===== config.mk =====
export PLATFORM = sky130hd
export DESIGN_NAME = m_acq_ctrl
export DESIGN_NICKNAME = d
export VERILOG_FILES = /design/src/rtl/m_acq_ctrl.sv
export SDC_FILE = /design/constraint.sdc
export NUM_CORES = 1
export LEC_CHECK = 0
export ABC_AREA = 1
export CAP_MARGIN = 10
export CORE_MARGIN = 8
export CORE_UTILIZATION = 45
export CTS_BUF_LIST = sky130_fd_sc_hd__clkbuf_2
export DETAILED_ROUTE_END_ITERATION = 10
export PLACE_DENSITY_LB_ADDON = 0.12
export SYNTH_ARGS = -nofsm -noshare
export SYNTH_HDL_FRONTEND = slang
export SYNTH_SLANG_ARGS = --single-unit
export TNS_END_PERCENT = 5

===== constraint.sdc =====
create_clock -name CLK -period 2.59 [get_ports CLK]
set_clock_uncertainty 0.1 [all_clocks]
set_input_delay 0.6475 -clock CLK [delete_from_list [all_inputs] [get_ports CLK]]
set_output_delay 0.6475 -clock CLK [all_outputs]
set_load 0.02 [all_outputs]

===== src/rtl/m_acq_ctrl.sv =====
// Acquisition controller for a double-banked sample buffer: pre-trigger fill,
// edge/auto trigger, post-trigger fill, then bank hand-off to the display side.
module m_acq_ctrl #(
  parameter int          DEPTH   = 512,
  parameter logic [23:0] AUTO_TO = 24'd1000000
) (
  input  logic       CLK,
  input  logic       RST,
  input  logic       ARM,
  input  logic       SINGLE,
  input  logic       AUTO,
  input  logic       TRG,
  input  logic [8:0] PRE,
  input  logic       SWAP,
  output logic       WE,
  output logic [8:0] ADDR,
  output logic       BANK,
  output logic [8:0] TRIG_ADDR,
  output logic       RDY,
  output logic       AUTO_FLAG,
  output logic [2:0] ST
);

  typedef enum logic [2:0] {
    S_IDLE  = 3'd0,
    S_PRE   = 3'd1,
    S_ARMED = 3'd2,
    S_POST  = 3'd3,
    S_DONE  = 3'd4
  } state_t;

  localparam logic [8:0] ADDR_MAX = 9'(DEPTH - 1);

  state_t      state, state_d;
  logic [8:0]  pre_eff, pre_q, addr;
  logic [23:0] timeout;
  logic        trg_prev, trig_edge;
  logic        start, hit_trg, hit_auto, xfer;

  assign pre_eff   = (PRE > ADDR_MAX) ? ADDR_MAX : PRE;
  assign trig_edge = TRG & ~trg_prev;
  assign WE        = (state == S_PRE) || (state == S_ARMED) || (state == S_POST);
  assign ADDR      = addr;
  assign ST        = state;

  // NOTE: every output of this block gets a default first, so no path can infer a latch.
  always_comb begin
    state_d  = state;
    start    = 1'b0;
    hit_trg  = 1'b0;
    hit_auto = 1'b0;
    xfer     = 1'b0;
    case (state)
      S_IDLE:  if (ARM) start = 1'b1;
      S_PRE:   if (addr == pre_q - 9'd1) state_d = S_ARMED;
      S_ARMED: begin
        if (trig_edge) begin
          hit_trg = 1'b1;
          state_d = S_POST;
        end else if (AUTO && (timeout == AUTO_TO - 24'd1)) begin
          hit_auto = 1'b1;
          state_d  = S_POST;
        end
      end
      // Last post-trigger write lands DEPTH-pre_eff slots past the trigger,
      // i.e. pre_eff slots behind it modulo DEPTH.
      S_POST:  if (addr == ((TRIG_ADDR - pre_q) & ADDR_MAX)) state_d = S_DONE;
      S_DONE: begin
        if (!RDY) begin
          xfer = 1'b1;
          if (SINGLE) state_d = S_IDLE;
          else        start   = 1'b1;
        end
      end
      default: state_d = S_IDLE;
    endcase
    if (start) state_d = (pre_eff != 9'd0) ? S_PRE : S_ARMED;
  end

  // NOTE: registers use non-blocking assignments and an asynchronous reset in the sensitivity list.
  always_ff @(posedge CLK or posedge RST) begin
    if (RST) state <= S_IDLE;
    else     state <= state_d;
  end

  always_ff @(posedge CLK or posedge RST) begin
    if (RST) begin
      addr      <= '0;
      pre_q     <= '0;
      timeout   <= '0;
      trg_prev  <= 1'b0;
      TRIG_ADDR <= '0;
      AUTO_FLAG <= 1'b0;
      BANK      <= 1'b0;
      RDY       <= 1'b0;
    end else begin
      trg_prev <= TRG;

      if (start) begin
        addr  <= '0;
        pre_q <= pre_eff;
      end else if (WE) begin
        addr <= (addr == ADDR_MAX) ? 9'd0 : addr + 9'd1;
      end

      if (start)                 timeout <= '0;
      else if (state == S_ARMED) timeout <= timeout + 24'd1;

      if (hit_trg || hit_auto) begin
        TRIG_ADDR <= addr;
        AUTO_FLAG <= hit_auto;
      end

      // A completed bank is handed over only once the display has released the previous one.
      if (xfer) begin
        BANK <= ~BANK;
        RDY  <= 1'b1;
      end else if (SWAP && RDY) begin
        RDY <= 1'b0;
      end
    end
  end

endmodule


# Word-level counts from Yosys, hierarchy flattened
# Index checks and enable logic that the tools add are counted.
dict set report word_totals {
  reg_bits 58
  inputBits 16
  output_inout_bits 25
  elab_cells 70
}
dict set report classes {
  n_addsub 4
  magnitude_cmp 1
  eq_ne 14
  n_mux 28
  n_bitwise 3
  n_reduce_logical 11
}
# op n
set ops {}
lappend ops {{two-way mux 24 bit} 2}
lappend ops {{two-way mux 9 bit} 4}
lappend ops {{adder 24 x 1 -> 24 bit, second input constant} 1}
lappend ops {{equality test 24 x 20 -> 1 bit, second input constant} 1}
lappend ops {{two-way mux 3 bit} 7}
lappend ops {{equality test 9 bit} 2}
lappend ops {{one-hot mux 3 bit (5 select lines)} 1}
lappend ops {{two-way mux 1 bit} 12}
lappend ops {{adder 9 x 1 -> 9 bit, second input constant} 1}
lappend ops {{equality test 9 bit, second input constant} 1}
lappend ops {{greater-than comparator 9 bit, second input constant} 1}
lappend ops {{nonzero test 9 bit} 1}
lappend ops {{subtractor 9 x 1 -> 9 bit, second input constant} 1}
lappend ops {{subtractor 9 bit} 1}
lappend ops {{equality test 3 x 2 -> 1 bit, second input constant} 2}
lappend ops {{inequality test 3 x 2 -> 1 bit, second input constant} 2}
lappend ops {{inequality test 3 bit, second input constant} 2}
lappend ops {{AND reduction 6 bit} 1}
lappend ops {{nonzero test 2 bit} 3}
lappend ops {{inequality test 4 bit, second input constant} 1}
lappend ops {{equality test 3 x 1 -> 1 bit, second input constant} 1}
lappend ops {{equality test 3 bit, second input constant} 1}
lappend ops {{logical NOT 3 bit} 1}
lappend ops {{logical OR 1 bit} 3}
lappend ops {{other kinds (6)} 8}

# Longest topological paths before layout
dict set report depth {
  depth_word 6
  mapped_depth 18
  depth_no_buf 18
}

# Least setup slack after synthesis
# OpenSTA, ideal clock, no wires.
dict set report synth_path {
  path_kind {flip-flop to flip-flop}
  start {reg TRIG_ADDR[0]}
  end {reg state[0] (netlist: ST[0])}
  setup_time_ps 119
  t_arrival_ps 2045
  t_required_ps 2371
  setup_slack_ps 326
  path_stages_with_launch 17
  n_path_buf 0
  period_less_slack_ps 2264
  path_cell_list {dfrtp_1 inv_1 ha_1 fa_1 inv_1 nand2_1 nand2_1 nor2_1 nand3_1 nor2_1 nand2_1 nor2_1 nand3_1 nand2_1 nand2_1 nand2_1 nand2_1}
}
dict set report synth_via {
  elab_chain_cells 4
}
# item line_no
set synth_lines {}
lappend synth_lines {{start, declared} 18} ;# output logic [8:0] TRIG_ADDR,
lappend synth_lines {{start signal, assigned} 110} ;# TRIG_ADDR <= addr;
lappend synth_lines {{subtractor 9 bit} 67} ;# S_POST: if (addr == ((TRIG_ADDR - pre_q) & ADDR_MAX)) state_d = S_DONE;
lappend synth_lines {{equality test 9 bit} 67}
lappend synth_lines {{inequality test 3 x 2 -> 1 bit (no source line)} n/a}
lappend synth_lines {{AND reduction 6 bit (no source line)} n/a}
lappend synth_lines {{end signal, assigned} 83} ;# else state <= state_d;
lappend synth_lines {{end, declared} 34} ;# state_t state, state_d;
# Every way passes these cells.
# A chain may end at the register's enable or synchronous reset.

# Final worst setup path
dict set report layout_path {
  start {reg addr[5] (netlist: ADDR[5])}
  end {out ADDR[5]}
}
# item line_no
set layout_rtl {}
lappend layout_rtl {{start, declared} 35} ;# logic [8:0] pre_eff, pre_q, addr;
lappend layout_rtl {{start signal, assigned} 103} ;# addr <= (addr == ADDR_MAX) ? 9'd0 : addr + 9'd1;
lappend layout_rtl {{end, declared} 16} ;# output logic [8:0] ADDR,
# No word-level cell between the ends.

==> flow_summary.yaml <==
synthesis:
  synth_edf_count: 0
  synthMostInstantiatedCell: "nand2_1"
  synth_fa_ha_area_frac: 0.0473
  synth_xor_area_frac: 0.0272
  synth_top_family_by_area: "simple AND/OR/NAND/NOR gates"
  syn_nets: 577
  yosysTopAreaCell: "dfrtp_1"
  netlist_instances: 547
  synth_compound_area_frac: 0.105
  synthMuxAreaShare: 0
  synthTopCellsByArea: "dfrtp_1, nand2_1, inv_1"
  synth_common_cells: "nand2_1, inv_1, nor2_1, dfrtp_1, nand3_1"
  synthFlopType: "dfrtp_1"
  async_flop_share: 1.00
  synth-simple-area-share: 0.351
  synth-seq-cells: 58
  netlist_area_um2: 3860
  syn_area_per_cell_um2: 7.05
  yosysWarnings: 0
  synth_top_area_frac: 0.376
  yosysUniqueCellTypes: 40
  yosysSeqAreaShare: 0.376
worst_setup_path:
  critPathMaxStageDelay_ns: 0.69
  slowest_stage: "clkdlybuf4s50_1"
  critPathCaptureType: "primary output"
  cp.buffers_inverters: 1
  critPathMaxFanout: 7
  r2r-start: "TRIG_ADDR[0]$_DFFE_PP0P_"
  path_cells: "clkdlybuf4s50_1"
  path_delay_family: "buffers and inverters"
  critPathArrivalTime_ns: 1.78
  cp-startpoint: "ADDR[5]$_DFFE_PP0P_"
  cp.required_ns: 1.84
  crit_type: "flop to primary output"
  crit_path_start_kind: "flop"
die:
  dieArea_um2: 11800
  num_rows: 33
  coreArea_um2: 8260
  pin_count: 41
  initial_utilization: 0.467
  die_w_um: 109
  fp.dieH_um: 109
global_routing:
  grt_antenna_before_repair: 0
  grt_max_degree: 59
  grt-ovfl-total: 0
  track_usage: 0.180
  grt_pass1_vias: 3538
  grt_pass1_wl_mm: 16.8
finish:
  layout.nets: 625
  antenna_cells: 0
  area_growth_pct: 16.8
  drive_above_1_share: 0.0900
  multi_input_area_um2: 2050
  fill_cells: 853
  fin_area_um2: 4510
  regArea_um2: 1450
route:
  drc_errors: 0
  first_pass_iters: 5
  drtIter0Drc: 203
  antenna_left: 0
  vias_per_cell: 5.17
  finalWirelength_mm: 10.0
  num_vias: 3645
  wire_per_inst_um: 14.2
clocking:
  holdBufCountCts: 0
  clock-sinks: 58
  h-tree-depth: 3
  cts_tree: "yes"
  cts-buffers-inserted: 9
  cts.clk_slew.worst_paths_ns: 0.19
  clk_latency_ns: 0.49
  cts_setup_buffers: 0
  cts_root_buf: "clkbuf_2"
  clock_path_buffers: 2
place:
  dp_slack_ns: 0.220
  hpwl_mm: 7.72
  gp_congestion: 0.882
  dpl_cell_area_um2: 4390
  port_buffers: 40
timing:
  setup_violations: 0
  period_minus_slack_ns: 2.53
  fmax_ghz: 0.395
  hold_viol: 0
  rsz0062_at_grt: "no"
  tightest_slew_ns: 0.457
  holdWs_ns: 0.397
  slew_headroom: 0.692
  layout_setup_ws_ns: 0.0590
  post-route-period-util: 0.977
  final.setup.tns_ns: 0
  slew_viol_final: 0
power_and_ir_drop:
  finalPower_mw: 4.44
  ir_drop_uv: 685
  power.density_nw_per_um2: 985
  power_leakage_nw: 2.21
hold_path:
  hp-class: "input port to async pin"
job:
  maxCapViolCount: 0
outcome:
  status: "finished, final reports clean"
==> through the flow <==
stage	util	std cells
floorplan	-	547
global placement	0.532	689
detailed placement	0.532	689
CTS	0.545	705
global route	0.546	705
finish	0.546	705
==> worst paths after layout <==
kind                       cells after the start  slack, ns                       to
setup / recovery                               1       0.06                  ADDR[5]
hold / removal                                 3       0.40  timeout[12]$_DFFE_PP0P_
setup reg to reg                              17       0.24        ST[1]$_DFFE_PP0P_
hold reg to reg                                1       0.40         BANK$_DFFE_PP0P_
max in group asynchronous                      3       1.69        ST[2]$_DFFE_PP0P_
min in group CLK                               1       0.40         BANK$_DFFE_PP0P_
==> area by class of cell <==
type | count | share of cell area
multi-input cells | 397 | 0.456
inverters | 85 | 0.0713
well taps | 105 | 0.0291
repair buffers | 44 | 0.0980
flip-flops and latches | 58 | 0.322
clock buffers | 10 | 0.0111
clock inverters | 6 | 0.0128
==> cell usage in the layout, fill, tap and decap left out, types with 2 or more instances in the layout <==
| cell | instances |
|---|---|
| nand2_2 | 5 |
| clkdlybuf4s50_1 | 39 |
| a21oi_1 | 26 |
| a21oi_2 | 3 |
| nor2_2 | 3 |
| buf_4 | 3 |
| nand4_1 | 7 |
| nand3_1 | 38 |
| nand2_1 | 148 |
| clkinv_1 | 2 |
| inv_1 | 78 |
| o21a_1 | 2 |
| o31ai_1 | 2 |
| o21ai_0 | 35 |
| xnor2_1 | 5 |
| inv_2 | 6 |
| clkinvlp_4 | 2 |
| or2_2 | 2 |
| nor4_1 | 2 |
| ha_1 | 13 |
| nor2_4 | 4 |
| nand3b_1 | 3 |
| nor3_1 | 15 |
| xor2_1 | 7 |
| nand2_4 | 3 |
| nor2_1 | 60 |
| dfrtp_1 | 58 |
| nor3_2 | 2 |
| clkbuf_2 | 10 |
==> routing by layer <==
layer / track usage / routed length, um / vias to the layer above
met4: 0.0704 / 201 / 0
met1: 0.249 / 5020 / 1693
met3: 0.0375 / 474 / 19
met5: 0 / 0 / -
met2: 0.269 / 4310 / 90
li1: - / - / 1843
==> power by group <==
group | switching (mW) | internal [mW] | leakage, nW
clock | 0.351 | 0.219 | 0.0630
combinational | 1.59 | 0.962 | 1.37
sequential | 0.230 | 1.09 | 0.779
==> what timing repair did <==
| action | 4_1_cts | 5_1_grt |
|---|---|---|
| endpoints found under the setup margin | 1 | 2 |
| gates resized for setup | 1 | 2 |
| endpoints found under the hold margin | 0 | 0 |
| cloned | 0 | 0 |
==> cell families (layout without fill, tap and decap cells) <==
| group | count (synthesis) | in the layout |
|---|---|---|
| AO/OA/AOI/OAI | 73 | 73 |
| AND/OR/NAND/NOR | 298 | 298 |
| XOR/XNOR | 12 | 12 |
| flip-flops | 58 | 58 |
| adder cells (fa/ha/maj) | 14 | 14 |
| buffers and inverters | 92 | 145 |
==> flip-flops by register name (all words and copies together) (netlist names) <==
signal,cells
TRIG_ADDR,9
pre_q,9
ADDR,9
BANK,1
RDY,1
trg_prev,1
AUTO_FLAG,1
timeout,24
ST,3
==> worst min-delay path, cell delays in order <==
cell	delay, ns
clkdlybuf4s50_1	0.41
inv_2	0.07
buf_12	0.27
No activity file was read; power rests on OpenSTA's default activity.
